[src/rtl/alu_arbiter_pkg.sv]
// Shared definitions for the ALU arbiter: widths, opcodes, default settle
// times and FSM state encoding.
package alu_arbiter_pkg;

  localparam int DATA_WIDTH     = 32;
  localparam int ALU_OPRN_WIDTH = 6;

  localparam int DEF_SETTLE_CYCLES     = 2;
  localparam int DEF_MUL_SETTLE_CYCLES = 4;

  localparam logic [ALU_OPRN_WIDTH-1:0] OP_ADD = 6'h01;
  localparam logic [ALU_OPRN_WIDTH-1:0] OP_SUB = 6'h02;
  localparam logic [ALU_OPRN_WIDTH-1:0] OP_MUL = 6'h03;
  localparam logic [ALU_OPRN_WIDTH-1:0] OP_SHR = 6'h04;
  localparam logic [ALU_OPRN_WIDTH-1:0] OP_SHL = 6'h05;
  localparam logic [ALU_OPRN_WIDTH-1:0] OP_AND = 6'h06;
  localparam logic [ALU_OPRN_WIDTH-1:0] OP_OR  = 6'h07;
  localparam logic [ALU_OPRN_WIDTH-1:0] OP_NOR = 6'h08;
  localparam logic [ALU_OPRN_WIDTH-1:0] OP_SLT = 6'h09;

  typedef enum logic [1:0] {
    IDLE    = 2'd0,
    WAIT    = 2'd1,
    ERRDONE = 2'd2
  } state_e;

  function automatic logic op_is_legal(input logic [ALU_OPRN_WIDTH-1:0] op);
    return (op >= OP_ADD) && (op <= OP_SLT);
  endfunction

  // Counter only ever holds settle-1, so n values need clog2(n) bits.
  function automatic int cnt_width(input int n);
    return (n <= 2) ? 1 : $clog2(n);
  endfunction

endpackage

[src/rtl/alu_arbiter_if.sv]
// Requester, status and ALU-side signals of the arbiter; slave is the
// arbiter, master is the surrounding control unit plus ALU.
interface alu_arbiter_if;
  import alu_arbiter_pkg::*;

  logic [1:0]                REQ;
  logic [DATA_WIDTH-1:0]     A0, B0, A1, B1;
  logic [ALU_OPRN_WIDTH-1:0] OPRN0, OPRN1;
  logic [1:0]                ACK, DONE;
  logic [DATA_WIDTH-1:0]     RESULT;
  logic                      ZERO, ERR, BUSY;
  logic [DATA_WIDTH-1:0]     ALU_A, ALU_B;
  logic [ALU_OPRN_WIDTH-1:0] ALU_OPRN;
  logic [DATA_WIDTH-1:0]     ALU_Y;

  modport slave (
    input  REQ, A0, B0, OPRN0, A1, B1, OPRN1, ALU_Y,
    output ACK, DONE, RESULT, ZERO, ERR, BUSY, ALU_A, ALU_B, ALU_OPRN
  );

  modport master (
    output REQ, A0, B0, OPRN0, A1, B1, OPRN1, ALU_Y,
    input  ACK, DONE, RESULT, ZERO, ERR, BUSY, ALU_A, ALU_B, ALU_OPRN
  );
endinterface

[src/rtl/alu_arbiter_rr_arb2.sv]
// Two-way round-robin grant: a lone request wins outright, a tie goes to
// the requester named by the priority pointer.
module rr_arb2 (
  input  logic [1:0] req_i,
  input  logic       pri_i,
  output logic       gnt_o,
  output logic       valid_o
);

  always_comb begin
    valid_o = |req_i;
    gnt_o   = (req_i == 2'b11) ? pri_i : req_i[1];
  end

endmodule

[src/rtl/alu_arbiter.sv]
// Round-robin scheduler for the shared combinational ALU: latches the
// granted request, waits the opcode's settle time, captures the result.
//
// state   | meaning
// IDLE    | no operation in flight; arbitrate REQ every cycle
// WAIT    | ALU inputs held, settle counter running down to zero
// ERRDONE | illegal opcode accepted; report ERR next cycle
module alu_arbiter
  import alu_arbiter_pkg::*;
#(
  parameter int SETTLE_CYCLES     = DEF_SETTLE_CYCLES,
  parameter int MUL_SETTLE_CYCLES = DEF_MUL_SETTLE_CYCLES
) (
  input  logic          CLK,
  input  logic          RST,
  alu_arbiter_if.slave  bus
);

  localparam int MAX_SETTLE = (MUL_SETTLE_CYCLES > SETTLE_CYCLES) ?
                              MUL_SETTLE_CYCLES : SETTLE_CYCLES;
  localparam int CNT_W      = cnt_width(MAX_SETTLE);
  localparam logic [CNT_W-1:0] CNT_LD     = CNT_W'(SETTLE_CYCLES - 1);
  localparam logic [CNT_W-1:0] CNT_MUL_LD = CNT_W'(MUL_SETTLE_CYCLES - 1);

  state_e                    state_q, state_d;
  logic                      pri_q, pri_d;
  logic                      gnt_q, gnt_d;
  logic [CNT_W-1:0]          cnt_q, cnt_d;
  logic [1:0]                ack_q, ack_d;
  logic [1:0]                done_q, done_d;
  logic [DATA_WIDTH-1:0]     result_q, result_d;
  logic                      zero_q, zero_d;
  logic                      err_q, err_d;
  logic [DATA_WIDTH-1:0]     alu_a_q, alu_a_d;
  logic [DATA_WIDTH-1:0]     alu_b_q, alu_b_d;
  logic [ALU_OPRN_WIDTH-1:0] alu_op_q, alu_op_d;

  logic                      arb_gnt, arb_valid;
  logic [DATA_WIDTH-1:0]     sel_a, sel_b;
  logic [ALU_OPRN_WIDTH-1:0] sel_op;

  rr_arb2 u_rr_arb2 (
    .req_i   (bus.REQ),
    .pri_i   (pri_q),
    .gnt_o   (arb_gnt),
    .valid_o (arb_valid)
  );

  assign sel_a  = arb_gnt ? bus.A1    : bus.A0;
  assign sel_b  = arb_gnt ? bus.B1    : bus.B0;
  assign sel_op = arb_gnt ? bus.OPRN1 : bus.OPRN0;

  always_ff @(posedge CLK or negedge RST) begin
    if (!RST) begin
      state_q  <= IDLE;
      pri_q    <= 1'b0;
      gnt_q    <= 1'b0;
      cnt_q    <= '0;
      ack_q    <= '0;
      done_q   <= '0;
      result_q <= '0;
      zero_q   <= 1'b0;
      err_q    <= 1'b0;
      alu_a_q  <= '0;
      alu_b_q  <= '0;
      alu_op_q <= '0;
    end else begin
      state_q  <= state_d;
      pri_q    <= pri_d;
      gnt_q    <= gnt_d;
      cnt_q    <= cnt_d;
      ack_q    <= ack_d;
      done_q   <= done_d;
      result_q <= result_d;
      zero_q   <= zero_d;
      err_q    <= err_d;
      alu_a_q  <= alu_a_d;
      alu_b_q  <= alu_b_d;
      alu_op_q <= alu_op_d;
    end
  end

  always_comb begin
    state_d  = state_q;
    pri_d    = pri_q;
    gnt_d    = gnt_q;
    cnt_d    = cnt_q;
    ack_d    = '0;
    done_d   = '0;
    result_d = result_q;
    zero_d   = zero_q;
    err_d    = err_q;
    alu_a_d  = alu_a_q;
    alu_b_d  = alu_b_q;
    alu_op_d = alu_op_q;

    unique case (state_q)
      IDLE: begin
        if (arb_valid) begin
          gnt_d = arb_gnt;
          pri_d = ~arb_gnt;
          ack_d = 2'b01 << arb_gnt;
          // Illegal opcodes never reach the ALU registers.
          if (op_is_legal(sel_op)) begin
            alu_a_d  = sel_a;
            alu_b_d  = sel_b;
            alu_op_d = sel_op;
            cnt_d    = (sel_op == OP_MUL) ? CNT_MUL_LD : CNT_LD;
            state_d  = WAIT;
          end else begin
            state_d  = ERRDONE;
          end
        end
      end
      WAIT: begin
        if (cnt_q != '0) begin
          cnt_d = cnt_q - CNT_W'(1);
        end else begin
          result_d = bus.ALU_Y;
          zero_d   = ~|bus.ALU_Y;
          err_d    = 1'b0;
          done_d   = 2'b01 << gnt_q;
          state_d  = IDLE;
        end
      end
      ERRDONE: begin
        result_d = '0;
        zero_d   = 1'b0;
        err_d    = 1'b1;
        done_d   = 2'b01 << gnt_q;
        state_d  = IDLE;
      end
      default: state_d = IDLE;
    endcase
  end

  assign bus.ACK      = ack_q;
  assign bus.DONE     = done_q;
  assign bus.RESULT   = result_q;
  assign bus.ZERO     = zero_q;
  assign bus.ERR      = err_q;
  assign bus.BUSY     = (state_q != IDLE);
  assign bus.ALU_A    = alu_a_q;
  assign bus.ALU_B    = alu_b_q;
  assign bus.ALU_OPRN = alu_op_q;

endmodule

[src/flat_wrapper.sv]
// flat-port wrapper written by rule: the top's interface ports become plain ports
module alu_arbiter_flat import alu_arbiter_pkg::*;
#(
  parameter int SETTLE_CYCLES     = DEF_SETTLE_CYCLES,
  parameter int MUL_SETTLE_CYCLES = DEF_MUL_SETTLE_CYCLES
)
  (CLK, RST, bus_REQ, bus_A0, bus_B0, bus_OPRN0, bus_A1, bus_B1, bus_OPRN1, bus_ALU_Y, bus_ACK, bus_DONE, bus_RESULT, bus_ZERO, bus_ERR, bus_BUSY, bus_ALU_A, bus_ALU_B, bus_ALU_OPRN);
  alu_arbiter_if bus_i ();
  input  logic CLK;
  input  logic RST;
  input wire logic [$bits(bus_i.REQ)-1:0] bus_REQ;
  input wire logic [$bits(bus_i.A0)-1:0] bus_A0;
  input wire logic [$bits(bus_i.B0)-1:0] bus_B0;
  input wire logic [$bits(bus_i.OPRN0)-1:0] bus_OPRN0;
  input wire logic [$bits(bus_i.A1)-1:0] bus_A1;
  input wire logic [$bits(bus_i.B1)-1:0] bus_B1;
  input wire logic [$bits(bus_i.OPRN1)-1:0] bus_OPRN1;
  input wire logic [$bits(bus_i.ALU_Y)-1:0] bus_ALU_Y;
  output wire logic [$bits(bus_i.ACK)-1:0] bus_ACK;
  output wire logic [$bits(bus_i.DONE)-1:0] bus_DONE;
  output wire logic [$bits(bus_i.RESULT)-1:0] bus_RESULT;
  output wire logic [$bits(bus_i.ZERO)-1:0] bus_ZERO;
  output wire logic [$bits(bus_i.ERR)-1:0] bus_ERR;
  output wire logic [$bits(bus_i.BUSY)-1:0] bus_BUSY;
  output wire logic [$bits(bus_i.ALU_A)-1:0] bus_ALU_A;
  output wire logic [$bits(bus_i.ALU_B)-1:0] bus_ALU_B;
  output wire logic [$bits(bus_i.ALU_OPRN)-1:0] bus_ALU_OPRN;
  assign bus_i.REQ = bus_REQ;
  assign bus_i.A0 = bus_A0;
  assign bus_i.B0 = bus_B0;
  assign bus_i.OPRN0 = bus_OPRN0;
  assign bus_i.A1 = bus_A1;
  assign bus_i.B1 = bus_B1;
  assign bus_i.OPRN1 = bus_OPRN1;
  assign bus_i.ALU_Y = bus_ALU_Y;
  assign bus_ACK = bus_i.ACK;
  assign bus_DONE = bus_i.DONE;
  assign bus_RESULT = bus_i.RESULT;
  assign bus_ZERO = bus_i.ZERO;
  assign bus_ERR = bus_i.ERR;
  assign bus_BUSY = bus_i.BUSY;
  assign bus_ALU_A = bus_i.ALU_A;
  assign bus_ALU_B = bus_i.ALU_B;
  assign bus_ALU_OPRN = bus_i.ALU_OPRN;
  alu_arbiter #(.SETTLE_CYCLES(SETTLE_CYCLES), .MUL_SETTLE_CYCLES(MUL_SETTLE_CYCLES)) u_core (.CLK(CLK), .RST(RST), .bus(bus_i));
endmodule
[config.mk]
export PLATFORM = sky130hd
export DESIGN_NAME = alu_arbiter_flat
export DESIGN_NICKNAME = d
export VERILOG_FILES = /design/src/rtl/alu_arbiter_pkg.sv /design/src/rtl/alu_arbiter_if.sv /design/src/rtl/alu_arbiter_rr_arb2.sv /design/src/rtl/alu_arbiter.sv /design/src/flat_wrapper.sv
export SDC_FILE = /design/constraint.sdc
export NUM_CORES = 1
export LEC_CHECK = 0
export ABC_CLOCK_PERIOD_IN_PS = 2100
export CAP_MARGIN = 20
export CORE_MARGIN = 5
export CORE_UTILIZATION = 39
export DETAILED_ROUTE_END_ITERATION = 8
export PLACE_DENSITY = 0.81
export SYNTH_ARGS = -nofsm -noshare
export SYNTH_HDL_FRONTEND = slang
export SYNTH_SLANG_ARGS = --single-unit
export TNS_END_PERCENT = 100
[constraint.sdc]
create_clock -name CLK -period 2.1 [get_ports CLK]
set_input_delay 0.63 -clock CLK [delete_from_list [all_inputs] [get_ports CLK]]
set_output_delay 0.63 -clock CLK [all_outputs]
set_load 0.03 [all_outputs]
**Yosys cells after proc, flatten, opt, wreduce, memory -nomap -nowiden**

Cells that the tools add are included.

- Flip-flop bits (word level): 114
- Input bits: 176
- Output and inout port bits: 109

- $add $sub $neg: 1
- $lt $le $gt $ge: 2
- Eq/ne operators: 8
- Shift operators: 2
- Multiplexer cells: 23
- Bitwise gates (word level): 1
- Reductions and logical operators: 14

Operators with widths:

| operator | number |
|---|---|
| $mux W32 | 3 |
| $pmux W32 S2 | 1 |
| $reduce_or A32 Y1 | 1 |
| $mux W2 | 10 |
| $pmux W2 S2 | 3 |
| $reduce_bool A2 Y1 | 4 |
| $eq A6 B2 Y1 const B | 1 |
| $ge A6 B1 Y1 const B | 1 |
| $le A6 B4 Y1 const B | 1 |
| $mux W6 | 1 |
| $ne A2 B1 Y1 const B | 3 |
| $reduce_and A2 Y1 | 3 |
| $eq A2 B2 Y1 const B | 2 |
| $pmux W1 S2 | 2 |
| $reduce_and A4 Y1 | 1 |
| $shl A1 B1 Y2 const A | 2 |
| $mux W1 | 3 |
| $reduce_and A3 Y1 | 1 |
| $eq A2 B1 Y1 const B | 1 |
| $logic_not A2 Y1 | 1 |
| $ne A2 B2 Y1 const B | 1 |
| $reduce_or A2 Y1 | 1 |
| $sub A2 B1 Y2 const B | 1 |
| $logic_and A1 B1 Y1 | 1 |
| 2 further kinds | 2 |

**Longest topological paths before layout**

Gate-level depths: netlist of run 1.

- Depth after elaboration: 8
- Gate-level depth with buffers: 9

**Cells and area by module**

Synthesis of run 1 repeated with hierarchy kept, for this count alone.

- Cells, all modules: 456
- Area, all modules: 5004.8 µm²

Modules (own cells, without submodules):

| module | times used | cells an instance | area each (µm²) |
|---|---|---|---|
| alu_arbiter | 1 | 453 | 4987.3 |
| rr_arb2 | 1 | 3 | 17.5 |

**Worst setup path before layout of run 1**

No wires, ideal clock.

- Path kind: input-to-reg
- Start: in bus_OPRN1[2]
- End: reg u_core.alu_a_q[14] (netlist: u_core.bus.ALU_A[14])
- Setup time: 82 ps
- Data arrival time: 1792 ps
- Required time: 2018 ps
- Path slack: 226 ps
- Stages: 8
- Cells stage by stage: nor2_1 > mux2i_1 > a32oi_4 > nor2_2 > buf_6 > buf_4 > nor2_1 > a31oi_1

- Cells in the longest elaborated chain, start to end: 4
- Elaborated cells between the ends (all ways): 5

Ends and longest elaborated chain:

| what | line | source |
|---|---|---|
| from (decl) | flat_wrapper.sv:17 | `input wire logic [$bits(bus_i.OPRN1)-1:0] bus_OPRN1;` |
| $mux W6 * | alu_arbiter.sv:51 | `assign sel_op = arb_gnt ? bus.OPRN1 : bus.OPRN0;` |
| $ge A6 B1 Y1 or $le A6 B4 Y1 (tied branches) | alu_arbiter_pkg.sv:28 | `return (op >= OP_ADD) && (op <= OP_SLT);` |
| $logic_and A1 B1 Y1 * | alu_arbiter_pkg.sv:28 |  |
| $reduce_and A3 Y1 (no line) * | -- |  |
| to (signal assigned) | alu_arbiter.sv:77 | `alu_a_q <= alu_a_d;` |
| to (decl) | alu_arbiter.sv:34 | `logic [DATA_WIDTH-1:0] alu_a_q, alu_a_d;` |

Every way passes the cells marked *; elsewhere a longest branch is shown, timed or not.
A chain may end at the register's enable or synchronous reset.

**Worst setup path in the final report of run 1**

- Start: reg u_core.alu_b_q[26] (netlist: u_core.bus.ALU_B[26])
- End: out bus_ALU_B[26]

RTL lines:

| what | line | source |
|---|---|---|
| from (decl) | alu_arbiter.sv:35 | `logic [DATA_WIDTH-1:0] alu_b_q, alu_b_d;` |
| from (signal assigned) | alu_arbiter.sv:78 | `alu_b_q <= alu_b_d;` |
| to (decl) | flat_wrapper.sv:26 | `output wire logic [$bits(bus_i.ALU_B)-1:0] bus_ALU_B;` |

No word-level cell between the ends.

==> summary.md, run 1 <==
| Metric | Value |
|---|---|
| Top cell types by occurrence after synthesis | sky130_fd_sc_hd__nand2_1 (142), sky130_fd_sc_hd__dfrtp_1 (114), sky130_fd_sc_hd__nor2_1 (87) |
| Peak Freq | 0.483 GHz |
| H-tree levels | 4 |
| Setup slack on the worst flop-to-flop path | 0.26 ns |
| Cell internal pwr | 7.19 mW |
| Initial Util | 0.399 |
| Count of vias placed by the detailed router | 5348 |
| Share of layout cells above drive strength 1 | 0.109 |
| Chip Height | 124 um |
| Setup CP Type | register to primary output |
| Async S/R FF share, synth | 1.00 |
| Worst path slowest cell | sky130_fd_sc_hd__clkdlybuf4s50_1 |
| Register clock-pin slew on the reported worst setup and hold paths | 0.05 ns |
| Largest net degree at the start of global routing | 50 |
| ANT nets after route | 0 |
| Diodes inserted | 0 |
| Total placed instance area | 0.00825 mm^2 |
| Result of the run | complete, no violations |
| Synth Area per Inst | 9.44 um^2 |
| Root buffer cell | sky130_fd_sc_hd__clkbuf_16 |
| Worst hold-check path type | input pin to async pin |
| First-pass GRT wire length | 26900 um |
| Worst path cell trace | clkdlybuf4s50_1 |
| Final GP Congestion | 0.830 |
| Setup WS pre-CTS | -0.397 ns |
| Leakage | 4.53 nW |
| Highest metal layer used by the detailed router | met4 |
| Detailed-route vias per instance | 5.20 |
| Number of hold-slack violations in the final timing report | 0 |
| Cell area after layout | 0.00916 mm^2 |
| Top cell type by total area after synthesis | sky130_fd_sc_hd__dfrtp_1 |
| Port Buffers | 284 |
| Detail Route met2 WL | 9180 um |
| Initial antenna violation count | 0 |
| Fraction of synthesized cell area in xor and xnor cells | 0 |
| Drt drc | 0 |
| Buffers from clock root to sink, at most | 2 |
| Post-Synth Simple-Gate Area | 0.197 |
| Category of the worst setup path launch point | register |
| Number of distinct library cells after synthesis | 33 |
| Tightest Pin Transition | 0.453 ns |
| Total power per unit cell area | 1260 mW/mm^2 |
| Metal3 WL | 2050 um |
| Share of Yosys cell area claimed by the top area cell type | 0.565 |
| Synth Warn # | 0 |
| Buffer and inverter count on the worst path | 1 |
| Logic gate share of total power | 0.432 |
| Wire length on met1 | 6690 um |
| Congestion Overflow GR | 0 |
| Share of the clock period used by the worst path | 0.985 |
| Core Area | 0.0127 mm^2 |
| Family of cells with the greatest summed delay on the critical path | buffers and inverters |
| Critical R2R Capture | u_core.bus.ALU_B[20] |
| Delay of the slowest cell on the worst path | 0.69 ns |
| Clock buffers created by TritonCTS | 17 |
| Arr. time, crit path | 1.44 ns |
| Total power draw | 11.6 mW |
| Net switching power of the design | 4.37 mW |
| Part of the power in registers | 0.292 |
| Floorplan row count | 41 |
| Area overhead of the layout relative to synthesis | 81.2% |
| Data required time at the worst endpoint | 1.47 ns |
| Number of clock sinks | 114 |
| Number of max-slew violations in the final report | 0 |
| Beginning of the worst register-to-register path | u_core.state_q[0] |
| Cell Area, Synth | 0.00505 mm^2 |
| Tightest slew margin relative to the limit | 0.698 |
| Gate Count Post-Synth | 535 |
| Share of power burned in the clock network | 0.275 |
| Most used flip-flop cell after synthesis | sky130_fd_sc_hd__dfrtp_1 |
| Layout Nets | 1024 |
| Detailed-route wire length per cell | 17.9 um |
| Horizontal extent of the die | 124 um |
| First-pass DRT Iterations | 5 |
| Minimum setup slack in the final design | 0.0307 ns |
| Initial drt markers | 348 |
| Die outline area | 0.0153 mm^2 |
| Register bit count reported by yosys | 114 |
| Share of the core filled with cells in the final layout | 0.723 |
| Source-to-sink clock delay at the later pin of the worst-skew pair | 0.40 ns |
| Total Routing Usage GR | 0.230 |
| Worst hold slack across all endpoints | 0.168 ns |
| Kind of end point of the critical path | primary output |
| Number of violations of the max-capacitance limit | 0 |
| VDD IR-drop max | 0.712 mV |
| Clock Skews | 0.00350 ns |
| Final critical-path required period | 2.07 ns |
| Proportion of synthesized area in mux cells | 0.00619 |
| Cts hold-fix bufs | 0 |
| Count of endpoints failing setup in the final report | 0 |
| Worst-path maximum fanout | 2 |
| Cell types with the largest area share after synthesis | sky130_fd_sc_hd__dfrtp_1 (56%), sky130_fd_sc_hd__nand2_1 (11%), sky130_fd_sc_hd__a31oi_1 (8.5%) |
| Vias in the first global route | 5364 |
| Number of enable flip-flop cells after synthesis | 0 |
| TritonCTS clock tree | done |
| Worst reg-to-reg path cell count | 9 |
| Sequential element share of the synthesized area | 0.565 |
| Share of synthesized cell area in full adder, half adder and majority cells | 0.00991 |
| Post-detail-place hpwl | 13600 um |
| Switching portion of total power | 0.378 |
| Combinational family with the most area after synthesis | simple AND/OR/NAND/NOR gates |
| Post-synthesis compound-gate area fraction | 0.171 |
| Post-Synthesis Net Count | 715 |
| Total wire length | 18400 um |
| IO Pins | 285 |
| Cell with the most instances after synthesis | sky130_fd_sc_hd__nand2_1 |
[power by group through the flow]
stage          registers, mW  logic [mW]  clock network [mW]
5_1_grt                 3.48        5.30                3.34
2_1_floorplan           4.78        1.31                   0
3_3_place_gp            3.38        5.02                   0
3_5_place_dp            3.42        5.13                   0
6_report                3.37        5.00                3.18
4_1_cts                 3.39        5.01                3.23
[kinds of logic after synthesis]
kind of cell,Yosys count
buffers and inverters,44
adders and majority gates,4
DFF,114
muxes,3
and+or+nand+nor,250
AOI/OAI and AO/OA,120
[worst max-delay path by stage]
stage                                     from                   end  depth (start not counted)
after floorplan                   bus_OPRN1[2]  u_core.bus.ALU_A[14]                          8
after global placement            bus_OPRN1[2]  u_core.bus.ALU_B[31]                          9
final                     u_core.bus.ALU_B[26]         bus_ALU_B[26]                          1
after global routing      u_core.bus.ALU_A[20]         bus_ALU_A[20]                          1
after detailed placement          bus_OPRN1[2]  u_core.bus.ALU_A[27]                          9
after CTS                  u_core.bus.ALU_B[2]          bus_ALU_B[2]                          1
[placed cells by master, fill, tap and decap left out, types with 2 or more instances in the layout]
cell type and count:
sky130_fd_sc_hd__nor2_1 84, sky130_fd_sc_hd__o21ai_0 3, sky130_fd_sc_hd__buf_12 4, sky130_fd_sc_hd__nand2_1 141, sky130_fd_sc_hd__a21oi_1 5, sky130_fd_sc_hd__inv_1 6, sky130_fd_sc_hd__clkbuf_16 21, sky130_fd_sc_hd__bufinv_16 5
sky130_fd_sc_hd__nor4_1 9, sky130_fd_sc_hd__nor2b_1 2, sky130_fd_sc_hd__clkbuf_8 4, sky130_fd_sc_hd__clkdlybuf4s50_1 196, sky130_fd_sc_hd__nor2_2 3, sky130_fd_sc_hd__buf_4 32, sky130_fd_sc_hd__mux2i_2 2, sky130_fd_sc_hd__nand4_1 2
sky130_fd_sc_hd__a31oi_1 69, sky130_fd_sc_hd__o22ai_1 3, sky130_fd_sc_hd__dlygate4sd2_1 33, sky130_fd_sc_hd__clkinv_2 6, sky130_fd_sc_hd__buf_6 2, sky130_fd_sc_hd__dlymetal6s2s_1 53, sky130_fd_sc_hd__dfrtp_1 114, sky130_fd_sc_hd__ha_1 3
sky130_fd_sc_hd__buf_16 2, sky130_fd_sc_hd__a22o_1 32, sky130_fd_sc_hd__inv_2 2
[sequential cells by signal, indices dropped and copies added, names as in the netlist]
| name | cells |
|---|---|
| u_core.bus.ZERO | 1 |
| u_core.pri_q | 1 |
| u_core.cnt_q | 2 |
| u_core.gnt_q | 1 |
| u_core.bus.ALU_OPRN | 6 |
| u_core.bus.ALU_A | 32 |
| u_core.bus.ALU_B | 32 |
| u_core.bus.DONE | 2 |
| u_core.bus.RESULT | 32 |
| u_core.state_q | 2 |
| u_core.bus.ACK | 2 |
| u_core.bus.ERR | 1 |
[metrics by stage]
step	cells	TNS (ns)
2_1_floorplan	535	0
3_3_place_gp	992	-19.43
3_5_place_dp	992	-23.91
4_1_cts	1024	0
5_1_grt	1029	-0.120
6_report	1029	0
[layout make-up]
cell class / instances / area (um^2)
clock buffers: 21 / 480
clock inverters: 11 / 180
fillers: 908 / 3520
inverters: 8 / 30.0
multi-input cells: 377 / 1980
flip-flops and latches: 114 / 2850
well taps: 172 / 215
repair buffers: 326 / 3410
[repair_timing]
action                     CTS  global route
setup buffers                0             1
setup endpoints to repair   35            95
pin swaps                    0             4
gates cloned                 0             4
gates resized for setup     36            62
[metal layers]
metal	track usage	vias up
met1	0.259	2536
li1	-	2479
met2	0.387	287
met3	0.0858	46
met4	0.104	0
met5	0	-
No activity file was read; power rests on OpenSTA's default activity.
==> run 2, diff against run 1 <==
Settings changed: CORE_AREA set to 5 5 108 110, CORE_MARGIN 5 to not set, CORE_UTILIZATION 39 to not set, DIE_AREA set to 0 0 113 115, DONT_BUFFER_PORTS set to 1, PLACE_DENSITY 0.81 to not set, SETUP_SLACK_MARGIN set to 0.15.
==> run 2 against run 1 <==
Compared with the run above:
- the run now ends with negative hold slack left
- register-to-register slack lost 0.05 ns
- worst setup slack improved by 0.040 ns
- largest power group is now registers
- sequential share of layout area grew 18 points
==> summary.md, run 2 (synthesis gave the netlist of run 1 again) <==
| Metric | Value |
|---|---|
| Result of the run | finished with violations |
| Failing checks | negative hold slack |
| Floorplan row count | 38 |
| Worst-path maximum fanout | 5 |
| Worst reg-to-reg path cell count | 6 |
| Final GP Congestion | 0.823 |
| Wire length on met1 | 5500 um |
| Total power draw | 9.55 mW |
| Leakage | 2.60 nW |
| Arr. time, crit path | 1.40 ns |
| Category of the worst setup path launch point | register |
| VDD IR-drop max | 0.663 mV |
| Most common cell after layout, fill and taps aside | sky130_fd_sc_hd__nand2_1 |
| Source-to-sink clock delay at the later pin of the worst-skew pair | 0.53 ns |
| Count of vias placed by the detailed router | 4035 |
| Setup slack on the worst flop-to-flop path | 0.21 ns |
| Data required time at the worst endpoint | 1.47 ns |
| Metal3 WL | 1810 um |
| Critical R2R Capture | u_core.bus.ZERO |
| H-tree levels | 4 |
| Post-detail-place hpwl | 10600 um |
| First-pass DRT Iterations | 4 |
| Initial drt markers | 351 |
| Peak Freq | 0.493 GHz |
| Tightest Pin Transition | 0.494 ns |
| Share of the clock period used by the worst path | 0.966 |
| Diodes inserted | 0 |
| Combined area of the multi-input logic cells | 0.00197 mm^2 |
| Final sum of negative setup slack | 0 ns |
| Setup CP Type | register to primary output |
| Number of max-slew violations in the final report | 0 |
| Clock buffers created by TritonCTS | 17 |
| Largest net degree at the start of global routing | 115 |
| Most frequent cells in the layout | sky130_fd_sc_hd__nand2_1 (141), sky130_fd_sc_hd__dfrtp_1 (114), sky130_fd_sc_hd__nor2_1 (86) |
| Sequential standard cell area | 0.00285 mm^2 |
| Count of endpoints failing setup in the final report | 0 |
| Vias in the first global route | 4096 |
| Horizontal extent of the die | 113 um |
| ANT nets after route | 0 |
| Congestion Overflow GR | 0 |
| Share of layout cells above drive strength 1 | 0.119 |
| Area overhead of the layout relative to synthesis | 15.6% |
| Worst hold slack across all endpoints | -0.200 ns |
| Number of violations of the max-capacitance limit | 0 |
| Worst hold-check path type | input pin to async pin |
| Detailed-route wire length per cell | 21.2 um |
| Number of clock sinks | 114 |
| Chip Height | 115 um |
| Unrepaired setup endpoints after global routing | yes |
| Beginning of the worst register-to-register path | u_core.state_q[1] |
| Final critical-path required period | 2.03 ns |
| Number of hold-slack violations in the final timing report | 114 |
| Root buffer cell | sky130_fd_sc_hd__clkbuf_8 |
| TritonCTS clock tree | done |
| Tightest slew margin relative to the limit | 0.667 |
| Drt drc | 0 |
| Clock Skews | 0.00765 ns |
| Buffers from clock root to sink, at most | 2 |
| Initial antenna violation count | 0 |
| Layout Nets | 721 |
| Die outline area | 0.0130 mm^2 |
| Initial Util | 0.476 |
| Total power per unit cell area | 1640 mW/mm^2 |
| Share of the core filled with cells in the final layout | 0.551 |
| First-pass GRT wire length | 21900 um |
| Total wire length | 14700 um |
| Register clock-pin slew on the reported worst setup and hold paths | 0.06 ns |
| Final-layout fill cell count | 953 |
| Detailed-route vias per instance | 5.82 |
| Port Buffers | 0 |
| Kind of end point of the critical path | primary output |
| Core Area | 0.0106 mm^2 |
| Highest metal layer used by the detailed router | met4 |
| Total Routing Usage GR | 0.216 |
| IO Pins | 285 |
| Detail Route met2 WL | 7060 um |
==> run 2: changes by cell type in the layout (fill, tap and decap cells not counted), sizes merged <==
| cell | delta |
|---|---|
| bufinv | -2 |
| inv | -1 |
| dlygate4sd2 | -33 |
| clkbuf | -4 |
| clkdlybuf4s50 | -196 |
| clkinv | -1 |
| buf | -18 |
| clkinvlp | +4 |
| dlymetal6s2s | -53 |
==> run 2: layout make-up <==
type,instances,area share
Sequential cell,114,0.489
Clock buffer,20,0.0746
Clock inverter,11,0.0236
Inverter,8,0.00579
Tap cell,140,0.0300
Multi-Input combinational cell,377,0.338
Timing Repair Buffer,23,0.0396
==> run 2: how the worst max path moves through the flow <==
| stage | startpoint | end | slack, ns | cells past startpoint |
|---|---|---|---|---|
| 6_report | u_core.state_q[1] | bus_BUSY | 0.07 | 3 |
| 5_1_grt | u_core.state_q[1] | bus_BUSY | 0.03 | 3 |
| 4_1_cts | u_core.state_q[1] | bus_BUSY | 0.08 | 3 |
| 3_5_place_dp | bus_OPRN1[2] | u_core.bus.ALU_OPRN[2] | 0.05 | 7 |
| 3_3_place_gp | bus_OPRN1[2] | u_core.bus.ALU_B[10] | 0.11 | 7 |
| 2_1_floorplan | bus_OPRN1[2] | u_core.bus.ALU_A[14] | 0.23 | 8 |
==> run 2: repair_timing <==
item | 4_1_cts | 5_1_grt
gates resized for setup | 5 | 1
pin swaps | 1 | 1
buffers inserted | 5 | 3
endpoints found under the setup margin | 1 | 12
hold endpoints to repair | 114 | 114
cloned | 0 | 1
==> run 2: layer usage <==
| layer | global-route usage | up-vias |
|---|---|---|
| li1 | - | 1861 |
| met1 | 0.254 | 1931 |
| met2 | 0.341 | 219 |
| met3 | 0.105 | 24 |
| met4 | 0.0889 | 0 |
| met5 | 0 | - |
==> run 2: worst max-delay path, stage by stage, from the launching register on <==
cell and delay (ns):
sky130_fd_sc_hd__dfrtp_1 0.39, sky130_fd_sc_hd__inv_2 0.09, sky130_fd_sc_hd__ha_4 0.16, sky130_fd_sc_hd__clkinvlp_4 0.23
==> run 2: per-stage QoR <==
step	area, um^2	std cells	worst slack, ns
4_1_cts	5770	689	0.0805
3_5_place_dp	5150	653	0.0513
6_report	5840	693	0.0704
2_1_floorplan	5050	535	0.226
3_3_place_gp	5150	653	0.106
5_1_grt	5840	693	0.0265
==> run 2: where the power goes <==
part | internal [mW] | switching (mW) | total [mW]
Sequential | 2.93 | 2.06 | 4.98
Clock | 1.82 | 0.988 | 2.80
Combinational | 0.764 | 0.999 | 1.76
==> run 3, diff against run 2 <==
Settings changed: TNS_END_PERCENT 100 to 5.
==> run 3 against run 2 <==
Compared with the run above:
- the flow still finishes with violations (negative hold slack)
- global-route usage did not move
- fmax is essentially flat
- non-clock buffer count is 2 lower
- utilization fell by 0.46 points
- critical path depth unchanged
- critical endpoint unchanged
- largest power group unchanged
==> summary.md, run 3 (synthesis gave the netlist of run 1 again) <==
| Metric | Value |
|---|---|
| Arr. time, crit path | 1.40 ns |
| Area overhead of the layout relative to synthesis | 14.6% |
| Share of the clock period used by the worst path | 0.966 |
| Floorplan row count | 38 |
| Root buffer cell | sky130_fd_sc_hd__clkbuf_8 |
| Count of vias placed by the detailed router | 3977 |
| Initial drt markers | 350 |
| Clock Skews | 0.00765 ns |
| Initial antenna violation count | 0 |
| Kind of end point of the critical path | primary output |
| Largest net degree at the start of global routing | 115 |
| Final critical-path required period | 2.03 ns |
| H-tree levels | 4 |
| Number of hold-slack violations in the final timing report | 114 |
| Switching portion of total power | 0.423 |
| Clock buffers created by TritonCTS | 17 |
| Beginning of the worst register-to-register path | u_core.state_q[1] |
| Worst path slowest cell | sky130_fd_sc_hd__dfrtp_1 |
| Part of the power in registers | 0.523 |
| Peak Freq | 0.493 GHz |
| Most frequent cells in the layout | sky130_fd_sc_hd__nand2_1 (141), sky130_fd_sc_hd__dfrtp_1 (114), sky130_fd_sc_hd__nor2_1 (86) |
| Cell internal pwr | 5.49 mW |
| Core Area | 0.0106 mm^2 |
| Congestion Overflow GR | 0 |
| Final sum of negative setup slack | 0 ns |
| ANT nets after route | 0 |
| Number of violations of the max-capacitance limit | 0 |
| Source-to-sink clock delay at the later pin of the worst-skew pair | 0.52 ns |
| Port Buffers | 0 |
| Leakage | 2.58 nW |
| Worst hold-check path type | input pin to async pin |
| Total Routing Usage GR | 0.216 |
| VDD IR-drop max | 0.663 mV |
| Logic gate share of total power | 0.182 |
| Horizontal extent of the die | 113 um |
| Share of power burned in the clock network | 0.294 |
| Worst path cell trace | inv_2 > ha_4 > clkinvlp_4 |
| Failing checks | negative hold slack |
| Final GP Congestion | 0.823 |
| Tightest Pin Transition | 0.491 ns |
| Chip Height | 115 um |
| Launch point of the critical path | u_core.state_q[1] |
| First-pass GRT wire length | 21900 um |
| Diodes inserted | 0 |
| Delay of the slowest cell on the worst path | 0.39 ns |
| Net switching power of the design | 4.02 mW |
| Count of endpoints failing setup in the final report | 0 |
| Buffer and inverter count on the worst path | 2 |
| Family of cells with the greatest summed delay on the critical path | flip-flops |
| Share of layout cells above drive strength 1 | 0.116 |
| Setup WS pre-CTS | 0.0513 ns |
| Most common cell after layout, fill and taps aside | sky130_fd_sc_hd__nand2_1 |
| Minimum setup slack in the final design | 0.0720 ns |
| Result of the run | finished with violations |
| Die outline area | 0.0130 mm^2 |
| Total power per unit cell area | 1640 mW/mm^2 |
| Layout Nets | 719 |
| Unrepaired setup endpoints after global routing | yes |
| Category of the worst setup path launch point | register |
| Number of max-slew violations in the final report | 0 |
| IO Pins | 285 |
| Total wire length | 14400 um |
| Detailed-route vias per instance | 5.76 |
| Post-detail-place hpwl | 10600 um |
| Detailed-route wire length per cell | 20.8 um |
| Drt drc | 0 |
| Worst-path maximum fanout | 5 |
| Data required time at the worst endpoint | 1.47 ns |
| Buffers from clock root to sink, at most | 2 |
| First-pass DRT Iterations | 4 |
| Register clock-pin slew on the reported worst setup and hold paths | 0.06 ns |
| Number of clock sinks | 114 |
| Vias in the first global route | 4096 |
| Setup CP Type | register to primary output |
| Tightest slew margin relative to the limit | 0.669 |
| TritonCTS clock tree | done |
| Worst hold slack across all endpoints | -0.198 ns |
| Initial Util | 0.476 |
run 3: cell type report:
cell class                 count  area, um^2
sequential                   114        2850
clock buffer                  20         435
fill                         958        4810
timing repair buffer          21         183
tap                          140         175
inverter                       8        33.8
multi-input combinational    377        1970
clock inverter                11         138
run 3: power by group through the flow:
stage	sequential [mW]	combinational, mW	clock (mW)
6_report	4.98	1.74	2.80
3_3_place_gp	5.04	1.55	0
5_1_grt	5.08	1.97	2.97
4_1_cts	5.01	1.72	2.85
3_5_place_dp	5.03	1.64	0
2_1_floorplan	4.78	1.31	0
run 3: worst reg2reg max path, delay by kind of cell, from the launching register on:
kind	cells	cell delay, ns
DFF	1	0.39
AOI/OAI and AO/OA	1	0.32
and+or+nand+nor	2	0.54
adders and majority gates	1	0.27
buffers and inverters	2	0.27
run 3: worst paths after layout:
check	endpoint	slack (ns)	depth (start not counted)
max	bus_BUSY	0.07	3
min	u_core.bus.RESULT[0]	-0.20	0
max reg2reg	u_core.bus.ZERO	0.21	6
min reg2reg	u_core.bus.DONE[0]	0.46	1
max in group asynchronous	u_core.bus.ALU_A[23]	2.18	0
min in group CLK	u_core.pri_q	0.21	1
run 3: timing repair:
| action | 4_1_cts | 5_1_grt |
|---|---|---|
| buffers inserted | 5 | 2 |
| endpoints found under the hold margin | 114 | 114 |
| setup endpoints to repair | 1 | 12 |
| resized for setup | 5 | 0 |
| pin swaps | 1 | 0 |
run 3: per-stage QoR:
stage / utilization / area (um^2) / total power, mW / std cells
final: 0.546 / 5790 / 9.52 / 691
after global routing: 0.546 / 5790 / 10.0 / 691
after CTS: 0.545 / 5770 / 9.57 / 689
after detailed placement: 0.485 / 5150 / 6.67 / 653
after global placement: 0.485 / 5150 / 6.59 / 653
after floorplan: - / 5050 / 6.10 / 535
run 3: layer usage:
layer | vias to the layer above | global-route usage | wire length, um
li1 | 1857 | - | -
met2 | 210 | 0.341 | 6930
met4 | 0 | 0.0889 | 294
met3 | 23 | 0.105 | 1730
met1 | 1887 | 0.254 | 5440
met5 | - | 0 | 0
